**config.mk**
```make
export PLATFORM = sky130hd
export DESIGN_NAME = seq_event_logger
export DESIGN_NICKNAME = d
export VERILOG_FILES = /design/src/rtl/seq_event_logger.sv
export SDC_FILE = /design/constraint.sdc
export NUM_CORES = 1
export LEC_CHECK = 0
export ABC_AREA = 1
export BUFFER_PORTS_ARGS = -buffer_cell sky130_fd_sc_hd__buf_2
export CAP_MARGIN = 40
export CORE_MARGIN = 3
export CORE_UTILIZATION = 30
export CTS_BUF_LIST = sky130_fd_sc_hd__clkbuf_8
export DETAILED_ROUTE_END_ITERATION = 10
export PLACE_DENSITY = 0.51
export SYNTH_ARGS = -nofsm -noshare
export SYNTH_HDL_FRONTEND = slang
export SYNTH_SLANG_ARGS = --single-unit
```
**constraint.sdc**
```tcl
create_clock -name clk -period 1.6 [get_ports clk]
set_input_delay 0.32 -clock clk [delete_from_list [all_inputs] [get_ports clk]]
set_output_delay 0.32 -clock clk [all_outputs]
set_load 0.05 [all_outputs]
```
**src/rtl/seq_event_logger.sv**
```systemverilog
// seq_event_logger: edge-detects Y1/Y2, timestamps each event into an FWFT FIFO, keeps counters.
// Optional registered irq output when EVT_IRQ_EN is defined.
module seq_event_logger #(
    parameter int DEPTH      = 4,
    parameter int TS_W       = 8,
    parameter int CNT_W      = 4,
    parameter int IRQ_THRESH = 2
) (
    input  logic             clk,
    input  logic             reset,
    input  logic             Y1,
    input  logic             Y2,
    input  logic             clear,
    output logic             evt_valid,
    input  logic             evt_ready,
    output logic [1:0]       evt_src,
    output logic [TS_W-1:0]  evt_ts,
    output logic [CNT_W-1:0] count1,
    output logic [CNT_W-1:0] count2,
    output logic [CNT_W-1:0] drop_cnt,
    output logic             overflow,
    output logic             fifo_full,
    output logic             fifo_empty
`ifdef EVT_IRQ_EN
    ,
    output logic             irq
`endif
);
    localparam int AW = $clog2(DEPTH);
    localparam logic [AW:0] OCC_FULL = (AW+1)'(DEPTH);
    localparam logic [AW:0] OCC_IRQ = (AW+1)'(IRQ_THRESH);
    localparam logic [CNT_W-1:0] CNT_MAX = '1;

    logic y1_q, y2_q, rise1, rise2, push, pop, accept, drop;
    logic [TS_W-1:0] ts;
    logic [AW-1:0] wptr, rptr;
    logic [AW:0] occ;
    logic [1:0] src_mem [DEPTH];
    logic [TS_W-1:0] ts_mem [DEPTH];

    // A full FIFO still accepts a push when the head leaves in the same cycle
    always_comb begin
        rise1 = Y1 & ~y1_q;
        rise2 = Y2 & ~y2_q;
        push = (rise1 | rise2) & ~clear;
        pop = evt_valid & evt_ready & ~clear;
        accept = push & (~fifo_full | pop);
        drop = push & fifo_full & ~pop;
    end

    assign evt_valid = occ != '0;
    assign fifo_empty = ~evt_valid;
    assign fifo_full = occ == OCC_FULL;
    assign evt_src = evt_valid ? src_mem[rptr] : '0;
    assign evt_ts = evt_valid ? ts_mem[rptr] : '0;

    always_ff @(posedge clk) begin
        if (accept) begin
            src_mem[wptr] <= {rise2, rise1};
            ts_mem[wptr] <= ts;
        end
    end

    always_ff @(posedge clk or negedge reset) begin
        if (!reset) begin
            y1_q <= 1'b0;
            y2_q <= 1'b0;
            ts <= '0;
            wptr <= '0;
            rptr <= '0;
            occ <= '0;
            count1 <= '0;
            count2 <= '0;
            drop_cnt <= '0;
            overflow <= 1'b0;
        end else begin
            y1_q <= Y1;
            y2_q <= Y2;
            if (clear) begin
                ts <= '0;
                wptr <= '0;
                rptr <= '0;
                occ <= '0;
                count1 <= '0;
                count2 <= '0;
                drop_cnt <= '0;
                overflow <= 1'b0;
            end else begin
                ts <= ts + 1'b1;
                if (accept) wptr <= wptr + 1'b1;
                if (pop) rptr <= rptr + 1'b1;
                if (accept != pop) occ <= accept ? occ + 1'b1 : occ - 1'b1;
                if (rise1 && count1 != CNT_MAX) count1 <= count1 + 1'b1;
                if (rise2 && count2 != CNT_MAX) count2 <= count2 + 1'b1;
                if (drop && drop_cnt != CNT_MAX) drop_cnt <= drop_cnt + 1'b1;
                if (drop) overflow <= 1'b1;
            end
        end
    end

`ifdef EVT_IRQ_EN
    always_ff @(posedge clk or negedge reset) begin
        if (!reset) irq <= 1'b0;
        else irq <= clear ? 1'b0 : (occ >= OCC_IRQ) | overflow;
    end
`endif
endmodule

```
**Yosys cells after proc, flatten, opt, wreduce, memory -nomap -nowiden**

Memory sizes are Yosys's and may differ from the RTL's.
Cells that the tools add are included.

- Equality and inequality tests: 5
- Multiplexer cells: 20
- Add/sub/neg operators: 8
- Bitwise operators: 16
- Reduce and logical (&&, ||, !) cells: 11

Operators with widths:

| operator | count |
|---|---|
| $mux 4 | 6 |
| $mux 8 | 2 |
| $reduce_bool 2->1 | 7 |
| $add 4x1->4 const B | 3 |
| $ne 4x4->1 const B | 3 |
| $mux 2 | 5 |
| $mux 3 | 3 |
| $add 8x1->8 const B | 1 |
| $and 1x1->1 | 8 |
| $not 1->1 | 6 |
| $add 2x1->2 const B | 2 |
| $mux 1 | 4 |
| $add 3x1->3 const B | 1 |
| $eq 3x3->1 const B | 1 |
| $logic_and 1x1->1 | 3 |
| $reduce_bool 3->1 | 1 |
| $sub 3x1->3 const B | 1 |
| $or 1x1->1 | 2 |
| $ne 1x1->1 | 1 |

- Bits in registers: 30
- Memory bits (writable): 40
- Memories kept: 2
- Output and inout bits: 26

Memories:

| name | depth | width | read ports | clocked after memory_dff | write ports | RTL line | source |
|---|---|---|---|---|---|---|---|
| ts_mem | 4 | 8 | 1 | 0 | 1 | 39 | `logic [TS_W-1:0] ts_mem [DEPTH];` |
| src_mem | 4 | 2 | 1 | 0 | 1 | 38 | `logic [1:0] src_mem [DEPTH];` |

**Logic depth before layout (Yosys ltp)**

Gate-level depths: netlist of the first run.

- Depth after elaboration: 9
- Depth in mapped cells: 10

**Least setup slack after synthesis of the first run**

Ideal clock, no wire load.

- Path type: reg2out
- Start: reg occ[2]
- End: out evt_src[0]
- Arrival: 1874 ps
- Data required time: 1280 ps
- Path slack: -594 ps
- Cell stages (with the launch flop): 6
- Path buffers: 1
- Cells stage by stage: dfrtp_1 inv_2 nand2_2 inv_1 buf_2 a21oi_1

- Cells in the longest elaborated chain, start to end: 2

RTL lines:

| what | RTL line | source |
|---|---|---|
| start: declaration | 37 | `logic [AW:0] occ;` |
| start signal: assignment | 92 | `if (accept != pop) occ <= accept ? occ + 1'b1 : occ - 1'b1;` |
| $reduce_bool 3->1 | 51 | `assign evt_valid = occ != '0;` |
| named net evt_valid | 14 | `output logic evt_valid,` |
| $mux 2 | 54 | `assign evt_src = evt_valid ? src_mem[rptr] : '0;` |
| end: declaration | 16 | `output logic [1:0] evt_src,` |

The timed path passes the listed nets, and every way through them passes these cells.

**Worst setup path after layout of the first run**

- Start: reg rptr[1]
- End: out evt_ts[6]

- Cells in the longest elaborated chain, start to end: 2

RTL lines:

| what | RTL line | source |
|---|---|---|
| start: declaration | 36 | `logic [AW-1:0] wptr, rptr;` |
| start signal: assignment | 91 | `if (pop) rptr <= rptr + 1'b1;` |
| $mem_v2 4x8 | - |  |
| $mux 8 | 55 | `assign evt_ts = evt_valid ? ts_mem[rptr] : '0;` |
| end: declaration | 17 | `output logic [TS_W-1:0] evt_ts,` |

Every way passes these cells.

==> run metrics, run 1 <==
Non-Filler Instances=516; Avg Inst Size Synth=10.1 um2; slack of the critical path=-230 ps; Fill cells=~950; fin nets=approximately 390; worst hold path class=input port to register; Via Count=2328; Post-synth EDFFs=40; DIE HEIGHT=between 100 and 150 um; post-synthesis async set-or-reset flop share=0.429; maximum fanout along the worst path=10; DRT Pass-1 Iters=4; Buf/Inv on CP=2; Final Wtd Congestion=0.797; pre-CTS setup slack=-37.4 ps; grt ovf=0; pin count of the biggest net entering global routing=31; Least-Margin Pin Slew=around 410 ps; die width=108 um; Crit path required time=1280 ps; CP Cell Sequence=buf_4, nor2_1, o21ai_2, a21oi_4, buf_6; Post-Syn Nets=322; Unique masters post-synth=24; total negative slack=-2130 ps; CTS Buffer Depth=2; Worst R2R Path Depth=7; top_reg_cell synth=edfxtp_1; critical path type=register to output pin; Port Buffers=31; GR Layer Usage met1=0.164; core area=roughly 9900 um2; synthesized area=3100 um2; drt initial violations=between 90 and 100; routed wire length=between 6000 and 7000 um; warning count from the yosys run=0; count leader, synth=nor2_1; failing checks=setup timing; status=finished with violations; share of the synthesized area in the top cell type=0.387; total track usage=0.130; TritonCTS clock tree=yes; slowest stage delay, CP=410 ps; antenna-violating nets left=0; pwr dens=between 1500 and 2000 nW/um2; crit share post-route=1.14; number of max-cap violations=0; Num CTS Buffers=9; Sink Count=70; most common library cells after synthesis=60 x nor2_1, 40 x edfxtp_1, 36 x nand2_1, 31 x o21ai_0, 30 x dfrtp_1; register area=1950 um2; GR Layer Usage met3=0.0396; H-tree levels=3; clock-pin slew on the worst setup and hold paths=80 ps; delay-heaviest family, CP=flip-flops; GR Layer Usage met2=0.219; Worst setup EP type=output pin; r2r setup slk=roughly 20 ps; main area contributors after synthesis=edfxtp_1 39%, dfrtp_1 24%, nor2_1 7.3%, o21ai_0 5.0%, nand2_1 4.4%; FF+latch count, synth=70; Pins Over Slew Limit=0; Hold Startpoint=Y1; reg2reg end=occ[1]$_DFFE_PN0P_; Mapped Cells=307; RSZ-0062 raised after global routing=true; register area share after synthesis=0.629; P&R area growth vs syn=41.7%; Post-DP HPWL=4770 um; GRT Max-Usage Layer=met2; Final Hold Vio Count=0; relative slew slack=0.724; number of antenna violations at the first check in global routing=0; VDD IR max=0.817 mV; # IOs=32; maximum clock rate=between 500 and 600 MHz; Worst Skew=~8.5 ps; Hold Path Sink=y1_q$_DFF_PN0_; area of the multi-input gates=between 1000 and 1500 um2; setup violators final=11; WL/cell=13.5 um; Final Critical Period=about 1800 ps; Rows=36; Worst R2R Start=occ[1]$_DFFE_PN0P_; placed cell count=488; area leader, netlist=edfxtp_1; Slowest-stage cell, CP=dfrtp_1; hold depth=1; Worst EP arrival=1510 ps; CP Launch Type=register; worst-skew pair later-pin latency=roughly 340 ps; CTS Root Buffer Type=clkbuf_8; # diodes=0; Initial Utilization=0.313; leakage=1.84 nW; global-route wire length before repair=11600 um; layout cells sized above 1=0.407; via density per instance=4.51; vias in the first global route=around 2.4k; die area=11600 um2; DRC=0
## how the worst max path moves through the flow
stage,startpoint,endpoint,slack (ps),depth (start not counted)
final,rptr[1]$_DFFE_PN0P_,evt_ts[6],-230,5
after global routing,rptr[1]$_DFFE_PN0P_,evt_ts[5],-310,5
after CTS,rptr[1]$_DFFE_PN0P_,evt_ts[3],-240,5
after detailed placement,rptr[0]$_DFFE_PN0P_,evt_ts[2],-40,5
after global placement,rptr[0]$_DFFE_PN0P_,evt_ts[6],-5,6
after floorplan,rptr[0]$_DFFE_PN0P_,evt_ts[7],-30,4
## sequential cells by signal, summed over array words and instances, names as in the netlist
signal and flops:
y1_q 1, drop_cnt 4, ts 8, overflow 1, ts_mem 32, count2 4
count1 4, wptr 2, y2_q 1, src_mem 8, rptr 2, occ 3
## through the flow
step	hold slack, ps	power [mW]	utilization	instance area [um2]
after floorplan	24.4	3.79	-	3220
after global placement	364	4.55	0.377	3730
after detailed placement	366	4.57	0.377	3730
after CTS	83.3	6.60	0.433	4290
after global routing	84.0	7.05	0.444	4400
final	99.9	6.69	0.444	4400
## cell usage in the layout, fill, tap and decap left out, types with 2 or more instances in the layout
cell type / netlist / layout
a21oi_1: 20 / 10
a21oi_4: 0 / 9
and3_1: 2 / 2
buf_12: 0 / 5
buf_2: 3 / 18
buf_4: 0 / 21
buf_6: 0 / 21
buf_8: 0 / 3
clkbuf_8: 0 / 10
clkinv_4: 0 / 2
clkinvlp_4: 0 / 3
dfrtp_1: 30 / 29
edfxtp_1: 40 / 40
ha_1: 8 / 8
inv_1: 27 / 21
inv_2: 2 / 5
inv_4: 0 / 2
nand2_1: 36 / 35
nand2_2: 3 / 2
nand2_4: 0 / 2
nand3_1: 17 / 15
nand3_2: 2 / 2
nand3_4: 0 / 2
nand4_1: 3 / 3
nor2_1: 60 / 39
nor2_2: 2 / 11
nor2_4: 1 / 13
nor3_1: 4 / 4
o21ai_0: 31 / 11
o21ai_1: 0 / 3
o21ai_2: 2 / 18
xor2_1: 4 / 4
## cell type report
class	instances	area share
clock buffer	10	0.0313
clock inverter	6	0.0105
inverter	29	0.0267
multi-input combinational	198	0.302
sequential	70	0.444
tap	133	0.0378
timing repair buffer	70	0.147
## repair_timing
action / in CTS / in global routing
endpoints found under the hold margin: 30 / 0
hold buffers: 1 / 0
pin swaps: 4 / 7
buffers inserted: 7 / 4
setup endpoints to repair: 14 / 36
gates cloned: 0 / 1
resized for setup: 109 / 24
## power breakdown
part,internal [mW],switching (mW)
clock,0.612,0.685
sequential,2.03,0.0902
combinational,1.39,1.88
total,4.04,2.66
## cells by family after synthesis
family                   Yosys count  synth area share
XOR/XNOR                           4            0.0113
AO/OA/AOI/OAI                     54            0.0899
AND/OR/NAND/NOR                  131             0.183
adder cells (fa/ha/maj)            9            0.0387
buffers and inverters             39            0.0484
flip-flops                        70             0.629
## routing by layer
layer | wire [um] | up-vias
met5 | 0 | -
met4 | 47 | 0
met3 | 276 | 7
met2 | 3420 | 41
met1 | 3190 | 1104
li1 | - | 1176
## worst register-to-register path, delay by kind of cell (launching register included)
| family | cells | cell delay, ps |
|---|---|---|
| DFF | 1 | 410 |
| adders and majority gates | 1 | 540 |
| buffers and inverters | 2 | 170 |
| AOI/OAI and AO/OA | 1 | 50 |
| and+or+nand+nor | 3 | 310 |
(Power assumes the default switching activity.)
==> run 2: changes to the inputs <==
--- a/config.mk
+++ b/config.mk
@@ -8,11 +8,12 @@
 export ABC_AREA = 1
 export BUFFER_PORTS_ARGS = -buffer_cell sky130_fd_sc_hd__buf_2
 export CAP_MARGIN = 40
-export CORE_MARGIN = 3
+export CORE_MARGIN = 4
 export CORE_UTILIZATION = 30
 export CTS_BUF_LIST = sky130_fd_sc_hd__clkbuf_8
 export DETAILED_ROUTE_END_ITERATION = 10
 export PLACE_DENSITY = 0.51
+export SKIP_LAST_GASP = 1
 export SYNTH_ARGS = -nofsm -noshare
 export SYNTH_HDL_FRONTEND = slang
 export SYNTH_SLANG_ARGS = --single-unit
==> run 2 against run 1 <==
The run still ends with setup timing left. Cell count rose by 0.58%. Clock skew rose by 3.3 ps. Cell area rose by 1.1%. Critical path depth rose by 1. Worst setup slack got worse by 36 ps. Clock-buffer cell count fell by 1. Register-to-register slack got worse by 120 ps.
==> run metrics, run 2 (synthesis gave the netlist of run 1 again) <==
VDD IR max=0.869 mV (was 0.817 mV); total negative slack=-2860 ps (was -2130 ps); DRC=0 (unchanged); hold depth=1 (unchanged); fin nets=397 (was 393); relative slew slack=0.759 (was 0.724); Pins Over Slew Limit=0 (unchanged); Final Hold Vio Count=0 (unchanged); Fill cells=946 (unchanged); start point of the critical path=rptr[1]$_DFFE_PN0P_ (unchanged); leakage=1.86 nW (was 1.84 nW); failing checks=setup timing (unchanged); via density per instance=4.55 (was 4.51); TritonCTS clock tree=yes (unchanged); Least-Margin Pin Slew=362 ps (was 414 ps); CTS Root Buffer Type=clkbuf_8 (unchanged); # IOs=32 (unchanged); crit share post-route=1.17 (was 1.14); Post-DP HPWL=4620 um (was 4770 um); worst hold path class=input port to register (unchanged); die area=12000 um2 (was 11600 um2); global-route wire length before repair=11600 um (about the same); WL/cell=14.0 um (was 13.5 um); antenna-violating nets left=0 (unchanged); Largest register FFs=32 (unchanged); Initial Utilization=0.313 (unchanged); number of max-cap violations=0 (unchanged); Rows=36 (unchanged); Worst Skew=11.8 ps (was 8.49 ps); commonest non-fill, non-tap cell in the layout=nor2_1 (was edfxtp_1); worst-skew pair later-pin latency=340 ps (about the same); r2r setup slk=-100 ps (was 20 ps); die width=110 um (was 108 um); Worst R2R Start=occ[1]$_DFFE_PN0P_ (unchanged); maximum fanout along the worst path=3 (was 10); pin count of the biggest net entering global routing=18 (was 31); DIE HEIGHT=110 um (was 108 um); vias in the first global route=2230 (was 2363); clock-pin slew on the worst setup and hold paths=70 ps (was 80 ps); grt ovf=0 (unchanged); number of antenna violations at the first check in global routing=0 (unchanged); Top Registers=ts_mem x32, src_mem x8, ts x8 (unchanged); Hold Path Sink=y2_q$_DFF_PN0_ (was y1_q$_DFF_PN0_); reg2reg end=occ[2]$_DFFE_PN0P_ (was occ[1]$_DFFE_PN0P_); Hold Startpoint=Y2 (was Y1); Sink Count=70 (unchanged); CTS Buffer Depth=2 (unchanged); Crit path required time=1280 ps (about the same); Final Critical Period=1870 ps (was 1830 ps); leading cell types in the layout, fill and taps excluded=42 x nor2_1, 40 x edfxtp_1, 33 x nand2_1, 28 x dfrtp_1, 26 x buf_6 (was 40 x edfxtp_1, 39 x nor2_1, 35 x nand2_1, 29 x dfrtp_1); placed cell count=484 (was 488); critical path type=register to output pin (unchanged); DRT Pass-1 Iters=4 (unchanged); Port Buffers=31 (unchanged); CP Launch Type=register (unchanged); pwr dens=1470 nW/um2 (was 1520 nW/um2); P&R area growth vs syn=43.3% (was 41.7%); routed wire length=7250 um (was 6940 um); H-tree levels=3 (unchanged); slack of the critical path=-265 ps (was -230 ps); core area=9910 um2 (unchanged); Via Count=2359 (was 2328); # diodes=0 (unchanged); RSZ-0062 raised after global routing=true (unchanged); drt initial violations=61 (was 93); Worst setup EP type=output pin (unchanged); Worst R2R Path Depth=11 (was 7); total track usage=0.130 (about the same); layout cells sized above 1=0.396 (was 0.407); largest reg by FF count=ts_mem (unchanged); setup violators final=23 (was 11); Num CTS Buffers=9 (unchanged); Worst EP arrival=1550 ps (was 1510 ps); Pwr Total=6.54 mW (was 6.69 mW); Final Wtd Congestion=0.778 (was 0.797); pre-CTS setup slack=-24.2 ps (was -37.4 ps); Non-Filler Instances=519 (was 516); maximum clock rate=536 MHz (was 546 MHz); status=finished with violations (unchanged)
run 2: what timing repair did:
| item | 4_1_cts | 5_1_grt |
|---|---|---|
| hold endpoints to repair | 13 | 0 |
| hold buffers | 1 | 0 |
| setup buffers | 8 | 7 |
| resized for setup | 97 | 50 |
| endpoints found under the setup margin | 14 | 45 |
| pin swaps | 7 | 11 |
| cloned | 2 | 5 |
run 2: how the worst max path moves through the flow:
stage                     end  slack, ps  depth (start not counted)
floorplan           evt_ts[7]        -30                          4
global placement    evt_ts[5]        -10                          5
detailed placement  evt_ts[5]        -20                          5
CTS                 evt_ts[3]       -270                          6
global route        evt_ts[0]       -360                          6
finish              evt_ts[6]       -270                          6
run 2: per-stage QoR:
step,utilization,cell area [um2],hold WS (ps)
after detailed placement,0.372,3690,253
after global placement,0.372,3690,255
after floorplan,-,3220,24.4
after CTS,0.426,4220,80.9
after global routing,0.449,4450,82.2
final,0.449,4450,101
run 2: worst max-delay path, cell delays in order (launching register included):
cell and delay, ps:
dfrtp_1 410, clkinvlp_4 140, buf_4 170, nor2_4 100
o21ai_4 70, a21oi_4 140, buf_6 170
run 2: power by group:
group / total (mW) / switching [mW] / internal, mW
Combinational: 3.19 / 1.86 / 1.33
Clock: 1.21 / 0.658 / 0.549
Sequential: 2.14 / 0.111 / 2.03
Total: 6.54 / 2.63 / 3.91
run 2: final cells by class:
class | count | area, um2 | area share
clock buffers | 9 | 124 | 0.0279
clock inverters | 6 | 40.0 | 0.00900
inverters | 29 | 120 | 0.0270
multi-input cells | 198 | 1330 | 0.299
flip-flops and latches | 70 | 1950 | 0.440
well taps | 133 | 166 | 0.0374
repair buffers | 74 | 711 | 0.160
run 2: metal layers:
metal | track usage | up-vias | wire [um]
met2 | 0.205 | 48 | 3570
li1 | - | 1181 | -
met3 | 0.0411 | 6 | 278
met1 | 0.168 | 1124 | 3340
met5 | 0 | - | 0
met4 | 0.0454 | 0 | 64
==> run 3: changes to the inputs <==
--- a/config.mk
+++ b/config.mk
@@ -5,14 +5,15 @@
 export SDC_FILE = /design/constraint.sdc
 export NUM_CORES = 1
 export LEC_CHECK = 0
-export ABC_AREA = 1
 export BUFFER_PORTS_ARGS = -buffer_cell sky130_fd_sc_hd__buf_2
 export CAP_MARGIN = 40
+export CELL_PAD_IN_SITES_DETAIL_PLACEMENT = 0
+export CELL_PAD_IN_SITES_GLOBAL_PLACEMENT = 1
 export CORE_MARGIN = 4
 export CORE_UTILIZATION = 30
 export CTS_BUF_LIST = sky130_fd_sc_hd__clkbuf_8
 export DETAILED_ROUTE_END_ITERATION = 10
-export PLACE_DENSITY = 0.51
+export PLACE_DENSITY = 0.58
 export SKIP_LAST_GASP = 1
 export SYNTH_ARGS = -nofsm -noshare
 export SYNTH_HDL_FRONTEND = slang
==> run 3 against run 2 <==
Worst hold slack better by 27 ps. Highest routed layer unchanged. Critical endpoint is now evt_ts[0]. Register-to-register slack worse by 270 ps. First-iteration DRC count is 80% higher. Worst setup slack worse by 140 ps. Cell area is 2.8% lower. Largest power group unchanged. The flow still finishes with violations (setup timing).
==> run metrics, run 3 <==
status=finished with violations (unchanged); failing checks=setup timing (unchanged); # IOs=32 (unchanged); FF+latch count, synth=70 (unchanged); RSZ-0062 raised after global routing=true (unchanged); Least-Margin Pin Slew=441 ps (was 362 ps); Hold Startpoint=Y2 (unchanged); main area contributors after synthesis=edfxtp_1 38%, dfrtp_1 24%, mux4_2 7.1%, ha_1 3.2%, and2_1 2.8% (was edfxtp_1 39%, dfrtp_1 24%, nor2_1 7.3%, o21ai_0 5.0%, nand2_1 4.4%); hold depth=1 (unchanged); Post-synth EDFFs=40 (unchanged); WL/cell=15.8 um (was 14.0 um); leading cell types in the layout, fill and taps excluded=40 x edfxtp_1, 28 x dfrtp_1, 24 x buf_4, 20 x nor2_1 (was 42 x nor2_1, 40 x edfxtp_1, 33 x nand2_1, 28 x dfrtp_1, 26 x buf_6); global-route wire length before repair=11600 um (about the same); core area=10300 um2 (was 9910 um2); Initial Utilization=0.307 (was 0.313); relative slew slack=0.706 (was 0.759); clock-pin slew on the worst setup and hold paths=80 ps (was 70 ps); antenna-violating nets left=0 (unchanged); leakage=1.77 nW (was 1.86 nW); count leader, synth=edfxtp_1 (was nor2_1); worst hold path class=input port to register (unchanged); commonest non-fill, non-tap cell in the layout=edfxtp_1 (was nor2_1); most common library cells after synthesis=40 x edfxtp_1, 30 x dfrtp_1, 22 x nor2_1, 14 x and2_1 (was 60 x nor2_1, 40 x edfxtp_1, 36 x nand2_1, 31 x o21ai_0, 30 x dfrtp_1); share of the synthesized area in the top cell type=0.379 (was 0.387); vias in the first global route=2155 (was 2230); via density per instance=4.67 (was 4.55); fin nets=318 (was 397); synthesized area=3170 um2 (was 3100 um2); Rows=37 (was 36); post-synthesis async set-or-reset flop share=0.429 (unchanged); pin count of the biggest net entering global routing=30 (was 18); DP Area=3780 um2 (was 3690 um2); CP Launch Type=register (unchanged); total track usage=0.120 (was 0.130); reg2reg end=occ[1]$_DFFE_PN0P_ (was occ[2]$_DFFE_PN0P_); drt initial violations=110 (was 61); total negative slack=-6990 ps (was -2860 ps); r2r setup slk=-370 ps (was -100 ps); Num CTS Buffers=9 (unchanged); routed wire length=7040 um (was 7250 um); VDD IR max=0.717 mV (was 0.869 mV); Post-Syn Nets=241 (was 322); Worst setup EP type=output pin (unchanged); maximum fanout along the worst path=6 (was 3); Hold Path Sink=y2_q$_DFF_PN0_ (unchanged); H-tree levels=3 (unchanged); maximum clock rate=498 MHz (was 536 MHz); Pins Over Slew Limit=0 (unchanged); critical path type=register to output pin (unchanged); Avg Inst Size Synth=14.0 um2 (was 10.1 um2); Worst R2R Path Depth=7 (was 11); die area=12300 um2 (was 12000 um2); Fill cells=951 (was 946); pwr dens=1340 nW/um2 (was 1470 nW/um2); area leader, netlist=edfxtp_1 (unchanged); pre-CTS setup slack=-254 ps (was -24.2 ps); CP Cell Sequence=buf_6, mux4_2, and2_4, buf_8 (was clkinvlp_4, buf_4, nor2_4, o21ai_4, a21oi_4, buf_6); Via Count=2075 (was 2359); largest reg by FF count=ts_mem (unchanged); Worst EP arrival=1690 ps (was 1550 ps); Worst R2R Start=occ[0]$_DFFE_PN0P_ (was occ[1]$_DFFE_PN0P_); grt ovf=0 (unchanged); CTS Root Buffer Type=clkbuf_8 (unchanged); Largest register FFs=32 (unchanged); slack of the critical path=-407 ps (was -265 ps); register area share after synthesis=0.616 (was 0.629); layout cells sized above 1=0.464 (was 0.396); setup violators final=37 (was 23); Sink Count=70 (unchanged); slowest stage delay, CP=520 ps (was 410 ps); Mapped Cells=226 (was 307); TritonCTS clock tree=yes (unchanged); Final Hold Vio Count=0 (unchanged); CTS Buffer Depth=2 (unchanged); warning count from the yosys run=0 (unchanged); Worst Skew=9.70 ps (was 11.8 ps); top_reg_cell synth=edfxtp_1 (unchanged); Final Wtd Congestion=0.742 (was 0.778); design area=4320 um2 (was 4450 um2); Post-DP HPWL=4160 um (was 4620 um); die width=111 um (was 110 um); Port Buffers=31 (unchanged); Slowest-stage cell, CP=mux4_2 (was dfrtp_1); Final Critical Period=2010 ps (was 1870 ps); number of max-cap violations=0 (unchanged); crit share post-route=1.25 (was 1.17); P&R area growth vs syn=36.3% (was 43.3%); worst-skew pair later-pin latency=340 ps (about the same); Unique masters post-synth=43 (was 24); number of antenna violations at the first check in global routing=0 (unchanged); DRC=0 (unchanged); Crit path required time=1280 ps (about the same); # diodes=0 (unchanged); Top Registers=ts_mem x32, src_mem x8, ts x8 (unchanged); DRT Pass-1 Iters=4 (unchanged); DIE HEIGHT=111 um (was 110 um)
==> run 3: cell types whose count changed after synthesis, moves of 4 or more <==
cell     before  now
inv_1        27    6
a31oi_1       1    6
and2_1        0   14
mux2i_1       0    4
xnor2_1       0    8
nor2_1       60   22
a21oi_1      20    7
nand3_1      17   10
o21ai_0      31    3
mux4_2        0   10
nand2_1      36    4
==> run 3: timing repair <==
action / CTS / global route
hold endpoints to repair: 15 / 0
pin swaps: 24 / 12
gates cloned: 6 / 0
setup buffers: 15 / 8
hold buffers: 1 / 0
gates resized for setup: 65 / 19
endpoints found under the setup margin: 61 / 63
==> run 3: through the flow <==
step	hold WS (ps)	utilization	total power [mW]	instances
after floorplan	24.4	-	3.40	226
after global placement	298	0.366	3.74	410
after CTS	113	0.414	5.81	442
after detailed placement	298	0.366	3.75	410
after global routing	112	0.419	6.06	444
final	128	0.419	5.77	444
==> run 3: critical path: cells and delay by family (launching register included) <==
kind	cells	cell delay [ps]
buf+inv	2	290
flops	1	380
mux	1	520
simple gates	1	160
==> run 3: power breakdown <==
part	total, mW	internal, mW	switching [mW]	leakage, nW
Sequential	2.07	2.00	0.0719	0.775
Combinational	2.26	1.09	1.17	0.893
Clock	1.45	0.736	0.711	0.101
Total	5.77	3.82	1.95	1.77
==> run 3: how the worst max path moves through the flow <==
stage                         from                  to  depth (start not counted)
3_3_place_gp    occ[1]$_DFFE_PN0P_  occ[1]$_DFFE_PN0P_                          6
2_1_floorplan       y1_q$_DFF_PN0_  occ[2]$_DFFE_PN0P_                          7
3_5_place_dp    occ[1]$_DFFE_PN0P_  occ[2]$_DFFE_PN0P_                          7
4_1_cts        rptr[0]$_DFFE_PN0P_          evt_src[0]                          5
6_report       rptr[0]$_DFFE_PN0P_           evt_ts[0]                          4
5_1_grt        rptr[0]$_DFFE_PN0P_           evt_ts[0]                          4
==> run 3: logic make-up (layout without fill, tap and decap cells) <==
logic type | count (synthesis) | after routing | synth area share
AOI/OAI and AO/OA | 28 | 28 | 0.0608
and+or+nand+nor | 70 | 75 | 0.125
buffers and inverters | 19 | 96 | 0.0312
adders and majority gates | 9 | 9 | 0.0379
xor gates and xnor gates | 15 | 15 | 0.0414
muxes | 15 | 15 | 0.0884
DFF | 70 | 70 | 0.616
==> run 3: layer usage <==
metal | wire, um | share of wire | up-vias | track usage
met5 | 0 | 0 | - | 0
met4 | 84 | 0.012 | 0 | 0.0509
met3 | 225 | 0.032 | 8 | 0.0246
met2 | 3350 | 0.48 | 49 | 0.190
met1 | 3380 | 0.48 | 1031 | 0.161
li1 | - | - | 987 | -
==> run 3: area by class of cell <==
type / count / area [um2] / area share
clock buffer: 9 / 124 / 0.0287
inverter: 8 / 36.3 / 0.00840
clock inverter: 7 / 77.6 / 0.0180
sequential: 70 / 1950 / 0.452
multi-input combinational: 142 / 1300 / 0.301
timing repair buffer: 72 / 661 / 0.153
tap: 136 / 170 / 0.0394
